$ cat src/rtl/clk_gate_ctrl.sv
// Clock-gate controller: wakes a shared gated clock on request, grants per-requester acks once settled,
// holds the clock after the last request and enforces a minimum off time. All outputs registered.
module clk_gate_ctrl #(
  parameter int N_REQ       = 4,
  parameter int WAKE_CYCLES = 2,
  parameter int HOLD_CYCLES = 8,
  parameter int MIN_OFF     = 2
) (
  input  logic             clk,
  input  logic             rst_n,
  input  logic [N_REQ-1:0] req,
  output logic [N_REQ-1:0] ack,
  output logic             gate_en_n,
  output logic             gate_active
);

  typedef enum logic [1:0] {
    ST_OFF  = 2'd0,
    ST_WAKE = 2'd1,
    ST_ON   = 2'd2,
    ST_HOLD = 2'd3
  } state_t;

  localparam logic [7:0] WAKE_LOAD = 8'(WAKE_CYCLES - 1);
  localparam logic [7:0] HOLD_LOAD = (HOLD_CYCLES == 0) ? 8'd0 : 8'(HOLD_CYCLES - 1);
  localparam logic [7:0] MIN_OFF_V = 8'(MIN_OFF);

  state_t           r_state;
  logic [7:0]       r_cnt;
  logic [7:0]       r_off_cnt;
  logic [N_REQ-1:0] r_ack;
  logic             r_gate_en_n;
  logic             r_gate_active;
  logic             w_any_req;

  assign w_any_req   = |req;
  assign ack         = r_ack;
  assign gate_en_n   = r_gate_en_n;
  assign gate_active = r_gate_active;

  always_ff @(posedge clk) begin
    if (!rst_n) begin
      r_state       <= ST_OFF;
      r_cnt         <= 8'd0;
      r_off_cnt     <= MIN_OFF_V;
      r_ack         <= '0;
      r_gate_en_n   <= 1'b1;
      r_gate_active <= 1'b0;
    end else begin
      case (r_state)
        ST_OFF: begin
          if (r_off_cnt != 8'hFF) begin
            r_off_cnt <= r_off_cnt + 8'd1;
          end
          if (w_any_req && (r_off_cnt >= MIN_OFF_V)) begin
            r_state       <= ST_WAKE;
            r_cnt         <= WAKE_LOAD;
            r_gate_en_n   <= 1'b0;
            r_gate_active <= 1'b1;
          end
        end
        ST_WAKE: begin
          if (r_cnt != 8'd0) begin
            r_cnt <= r_cnt - 8'd1;
          end else if (w_any_req) begin
            r_state <= ST_ON;
            r_ack   <= req;
          end else begin
            // Requester went away while settling: fall into the hold window.
            r_state <= ST_HOLD;
            r_cnt   <= HOLD_LOAD;
          end
        end
        ST_ON: begin
          if (w_any_req) begin
            r_ack <= req;
          end else if (HOLD_CYCLES == 0) begin
            r_state       <= ST_OFF;
            r_ack         <= '0;
            r_off_cnt     <= 8'd0;
            r_gate_en_n   <= 1'b1;
            r_gate_active <= 1'b0;
          end else begin
            r_state <= ST_HOLD;
            r_ack   <= '0;
            r_cnt   <= HOLD_LOAD;
          end
        end
        ST_HOLD: begin
          if (w_any_req) begin
            r_state <= ST_ON;
            r_ack   <= req;
          end else if (r_cnt == 8'd0) begin
            r_state       <= ST_OFF;
            r_off_cnt     <= 8'd0;
            r_gate_en_n   <= 1'b1;
            r_gate_active <= 1'b0;
          end else begin
            r_cnt <= r_cnt - 8'd1;
          end
        end
        default: begin
          r_state <= ST_OFF;
        end
      endcase
    end
  end

endmodule

$ cat config.mk
export PLATFORM = sky130hd
export DESIGN_NAME = clk_gate_ctrl
export DESIGN_NICKNAME = d
export VERILOG_FILES = /design/src/rtl/clk_gate_ctrl.sv
export SDC_FILE = /design/constraint.sdc
export NUM_CORES = 1
export LEC_CHECK = 0
export ABC_CLOCK_PERIOD_IN_PS = 3960
export BUFFER_PORTS_ARGS = -buffer_cell sky130_fd_sc_hd__buf_2
export CAP_MARGIN = 10
export CELL_PAD_IN_SITES_DETAIL_PLACEMENT = 1
export CELL_PAD_IN_SITES_GLOBAL_PLACEMENT = 2
export CORE_UTILIZATION = 38
export DETAILED_ROUTE_END_ITERATION = 7
export MAX_ROUTING_LAYER = met4
export PLACE_DENSITY_LB_ADDON = 0.15
export SYNTH_ARGS = -nofsm -noshare
export SYNTH_HDL_FRONTEND = slang
export SYNTH_SLANG_ARGS = --single-unit
$ cat constraint.sdc
create_clock -name clk -period 3.96 [get_ports clk]
set_clock_uncertainty 0.2 [all_clocks]
set_input_delay 0.792 -clock clk [delete_from_list [all_inputs] [get_ports clk]]
set_output_delay 0.792 -clock clk [all_outputs]
set_load 0.02 [all_outputs]
Word-level counts from Yosys, hierarchy flattened:

Index checks and enable logic that the tools add are counted.

* equal/unequal tests: 12
* reductions and logical operators: 12
* magnitude comparators: 1
* multiplexer cells: 29
* add/sub/neg operators: 2

Operator list (number)
* $mux W8: 8
* $pmux W8 S4: 1
* $pmux W8 S2: 1
* $ne A2 B2 Y1 const B: 7
* $mux W4: 3
* $pmux W4 S3: 1
* $reduce_and A4 Y1: 3
* $mux W2: 5
* $add A8 B1 Y8 const B: 1
* $ge A8 B2 Y1 const B: 1
* $logic_not A8 Y1: 1
* $ne A8 B8 Y1 const B: 1
* $pmux W2 S4: 1
* $reduce_bool A8 Y1: 1
* $sub A8 B1 Y8 const B: 1
* $mux W1: 7
* $eq A2 B2 Y1 const B: 2
* $pmux W1 S2: 2
* $reduce_or A4 Y1: 1
* $ne A3 B3 Y1 const B: 1
* $reduce_and A3 Y1: 1
* $reduce_bool A3 Y1: 1
* $eq A2 B1 Y1 const B: 1
* $logic_not A2 Y1: 1
* other kinds (3): 3

* word-level logic and storage cells: 62
* bits in registers: 24

Longest topological paths before layout:

* word-level depth: 4
* depth in mapped cells: 7
* mapped depth without buffers: 7

Worst setup path after synthesis:

No wires, ideal clock.

* path kind: input to register
* start point: input req[0]
* end point: register r_cnt[6]
* cell stages on the path: 5
* setup time: 70 ps
* data required time: 3690 ps
* data arrival time: 1920 ps
* slack: 1770 ps
* path buffers: 0
* cells stage by stage: or4_4 -> nand2_4 -> nand4_1 -> o2bb2a_4 -> a21oi_1

* word-level cells in the longest chain between the ends: 4
* elaborated cells between the ends (all ways): 8
* those cells by class: eq/ne: 2; mux: 3; reduce/logical: 3

Ends and longest elaborated chain
* from (decl): RTL line 11 `input logic [N_REQ-1:0] req,`
* $reduce_or A4 Y1 *: RTL line 36 `assign w_any_req = |req;`
* $mux W8 / $logic_and A1 B1 Y1 (equally long branches)
* $mux W8 / $ne A2 B2 Y1 (equally long branches)
* $pmux W8 S4 / $reduce_and A3 Y1 (equally long branches)
* to (signal assigned): RTL line 64 `r_cnt <= r_cnt - 8'd1;`
* to (signal assigned): RTL line 99 `r_cnt <= r_cnt - 8'd1;`
* to (decl): RTL line 29 `logic [7:0] r_cnt;`

Mark *: on every way between the ends. The rest lies on a longest branch, timed or not.
A chain may end at the register's enable or synchronous reset.

Final worst setup path:

* start point: register r_cnt[0]
* end point: register r_off_cnt[0]

* word-level cells in the longest chain between the ends: 3

Ends and longest elaborated chain
* $logic_not A8 Y1: RTL line 93 `end else if (r_cnt == 8'd0) begin`
* $ne A2 B2 Y1 (no line)
* $reduce_and A4 Y1 (no line)
* to (signal assigned): RTL line 53 `r_off_cnt <= r_off_cnt + 8'd1;`
* to (decl): RTL line 30 `logic [7:0] r_off_cnt;`

Every way passes these cells.

==> metrics <==
DR vias/cell 5.69; # setup viols final 0; hpwl dp approximately 2700 µm; Slew Viols, Final 0; share of the synthesized area in the top cell type 0.344; hold path depth 2; worst IR drop on VDD about 0.00041 V; fin nets 187; first-pass GRT wire length 6160 µm; EDFF count, synth 0; drt total wl 3620 µm; Post-DRT Antenna Nets 0; Clock Path Buffers 2; Synth async-reset ratio 0; Primary FF master, synth dfxtp_1; post-CTS setup buffers 0; Synth Cell Area 1400 µm²; DRC errors left 0; critical path capture point type flip-flop; status finished, final reports clean; post_cts resized 0; reg-to-reg slack, setup 1580 ps; hold buffer count at cts 0; die height ~63 µm; all-layer global routing usage 0.201; # diodes 0; power density over the cells 881 nW/µm²; Synth-to-Final Area Change 9.85%; clock slew at reported path FFs 90 ps; Worst R2R End r_off_cnt[0]; worst relative slew slack 0.502; unrepaired setup endpoints after global routing no; Period minus WS final 2380 ps; IO Pins 12; initial core utilization 0.406; Worst Path Required 3900 ps; wire length per cell ~16 µm; cells after synthesis 166; FILL cells 438; Setup CP Type reg -> reg; TritonCTS Sinks 24; worst hold start gate_active; H-tree depth 1; Mean Syn Cell Area 8.42 µm²; GP Congestion 0.778; Worst EP arrival between 2000 and 2500 ps; largest net degree at the start of global routing 22; top post-synthesis cells by area dfxtp_1 34%, nor2_1 6.7%, mux2i_1 5.7%; CTS root buffer clkbuf_8; Port Buf Inserts 11; CP Max Fanout 7; dpl cell area 1480 µm²; CTS tree yes; WHS Endpoint gate_active; Die Width 62.6 µm; setup TNS 0 ps; number of hold violations in the final report 0; total CTS buffers 3; vias in the first global route roughly 1300; Fin Hold WS 274 ps; post-synth top area cell dfxtp_1; sequential area share after synthesis 0.344; Syn. warnings 0; FF-to-FF path depth 7; part of the cycle the worst path needs 0.601; Cell Rows 21; Lkg Pwr between 0.6 and 0.7 nW; maximum capacitance violations 0; initial antenna violation count 0; worst reg2reg startpoint r_cnt[0]; Setup crit start kind flip-flop; worst slew pin tran 745 ps; Post-Syn Nets ~180; worst skew pair latency 270 ps; Hold Path Class reg -> reg; Placeable Area around 3400 µm²; register bit count reported by yosys 24; via count between 1000 and 1500; drt first pass iters 4; 1st-iter DRT viols between 40 and 50; final instance area roughly 1500 µm²; fraction of layout cells with a size suffix above 1 0.165; GR Overflow Total 0; Die ar. 3920 µm²; Peak Freq 0.420 GHz; Netlist cell types between 40 and 50
-- Yosys cell counts (2+ instances only) --
cell type / number
nor2_1: 25
nand3_1: 2
buf_4: 2
nand4_1: 4
a21oi_1: 8
mux2i_1: 8
inv_1: 6
o21ai_0: 14
clkbuf_1: 2
nor4_1: 2
and3_2: 3
nor3_1: 3
and3_1: 3
a31oi_1: 4
ha_1: 4
xor2_1: 4
dfxtp_1: 24
xnor2_1: 3
o211ai_1: 5
nand2_1: 12
o22ai_1: 2
-- flip-flops by register name, indices dropped and copies added (netlist names) --
| signal | count |
|---|---|
| r_off_cnt | 8 |
| ack | 4 |
| r_state | 2 |
| r_cnt | 8 |
| gate_active | 1 |
| gate_en_n | 1 |
-- stage by stage --
step | cells | setup WS, ps | power (mW) | utilization
after floorplan | 166 | 1770 | 1.00 | -
after global placement | 218 | 1410 | 1.17 | 0.430
after detailed placement | 218 | 1360 | 1.18 | 0.430
after CTS | 222 | 1540 | 1.36 | 0.446
after global routing | 222 | 1330 | 1.47 | 0.446
final | 222 | 1580 | 1.35 | 0.446
-- placed cells by master (no fill, tap or decap), types with 2 or more instances in the layout --
cell	count
xnor2_1	3
buf_2	11
o22ai_1	2
ha_1	4
dfxtp_1	24
xor2_1	4
nand4_1	4
nor3_1	3
nor2_1	25
o21ai_0	14
o211ai_1	5
a31oi_1	4
a21oi_1	8
nand2_1	12
and3_2	3
nor4_1	2
nand3_1	2
mux2i_1	8
inv_1	6
and3_1	3
clkbuf_8	4
-- worst max path at each step --
stage,start,slack (ps),end
after detailed placement,req[0],1360,gate_en_n
after floorplan,req[0],1770,r_cnt[6]
after CTS,r_cnt[0],1540,r_off_cnt[7]
after global placement,req[0],1410,gate_en_n
after global routing,r_cnt[0],1330,r_off_cnt[6]
final,r_cnt[0],1580,r_off_cnt[0]
-- cell families (layout without fill, tap and decap cells) --
family / after synthesis / count (layout) / share of synthesized area
buffers and inverters: 11 / 21 / 0.0376
multiplexers: 8 / 8 / 0.0573
AND/OR/NAND/NOR: 68 / 68 / 0.266
flip-flops: 24 / 24 / 0.344
XOR/XNOR: 7 / 7 / 0.0439
adder cells (fa/ha/maj): 4 / 4 / 0.0358
AO/OA/AOI/OAI: 44 / 44 / 0.216
-- final cells by class --
cell class	instances	area (µm²)	share of cell area
Tap cell	46	57.6	0.0375
Sequential cell	24	480	0.313
Timing Repair Buffer	11	55.1	0.0359
Multi-Input combinational cell	131	865	0.563
Inverter	6	22.5	0.0147
Clock buffer	4	55.1	0.0359
-- layer usage --
layer	share of wire	GRT usage
met3	0.021	0.0274
met2	0.46	0.326
met1	0.51	0.267
met5	0	-
met4	0.0058	0.0407
-- power breakdown --
group          switching, mW  internal, mW  leakage [nW]
Clock                 0.0812        0.0887        0.0288
Combinational          0.423         0.312         0.375
Sequential             0.128         0.319         0.197
-- critical path, stage by stage, from the launching register on --
cell,delay (ps)
dfxtp_1,380
inv_1,120
ha_1,200
nor3b_1,370
and3_2,300
nand2_1,100
o21ai_0,470
nor2_1,100
Power figures use the tool's default switching activity.
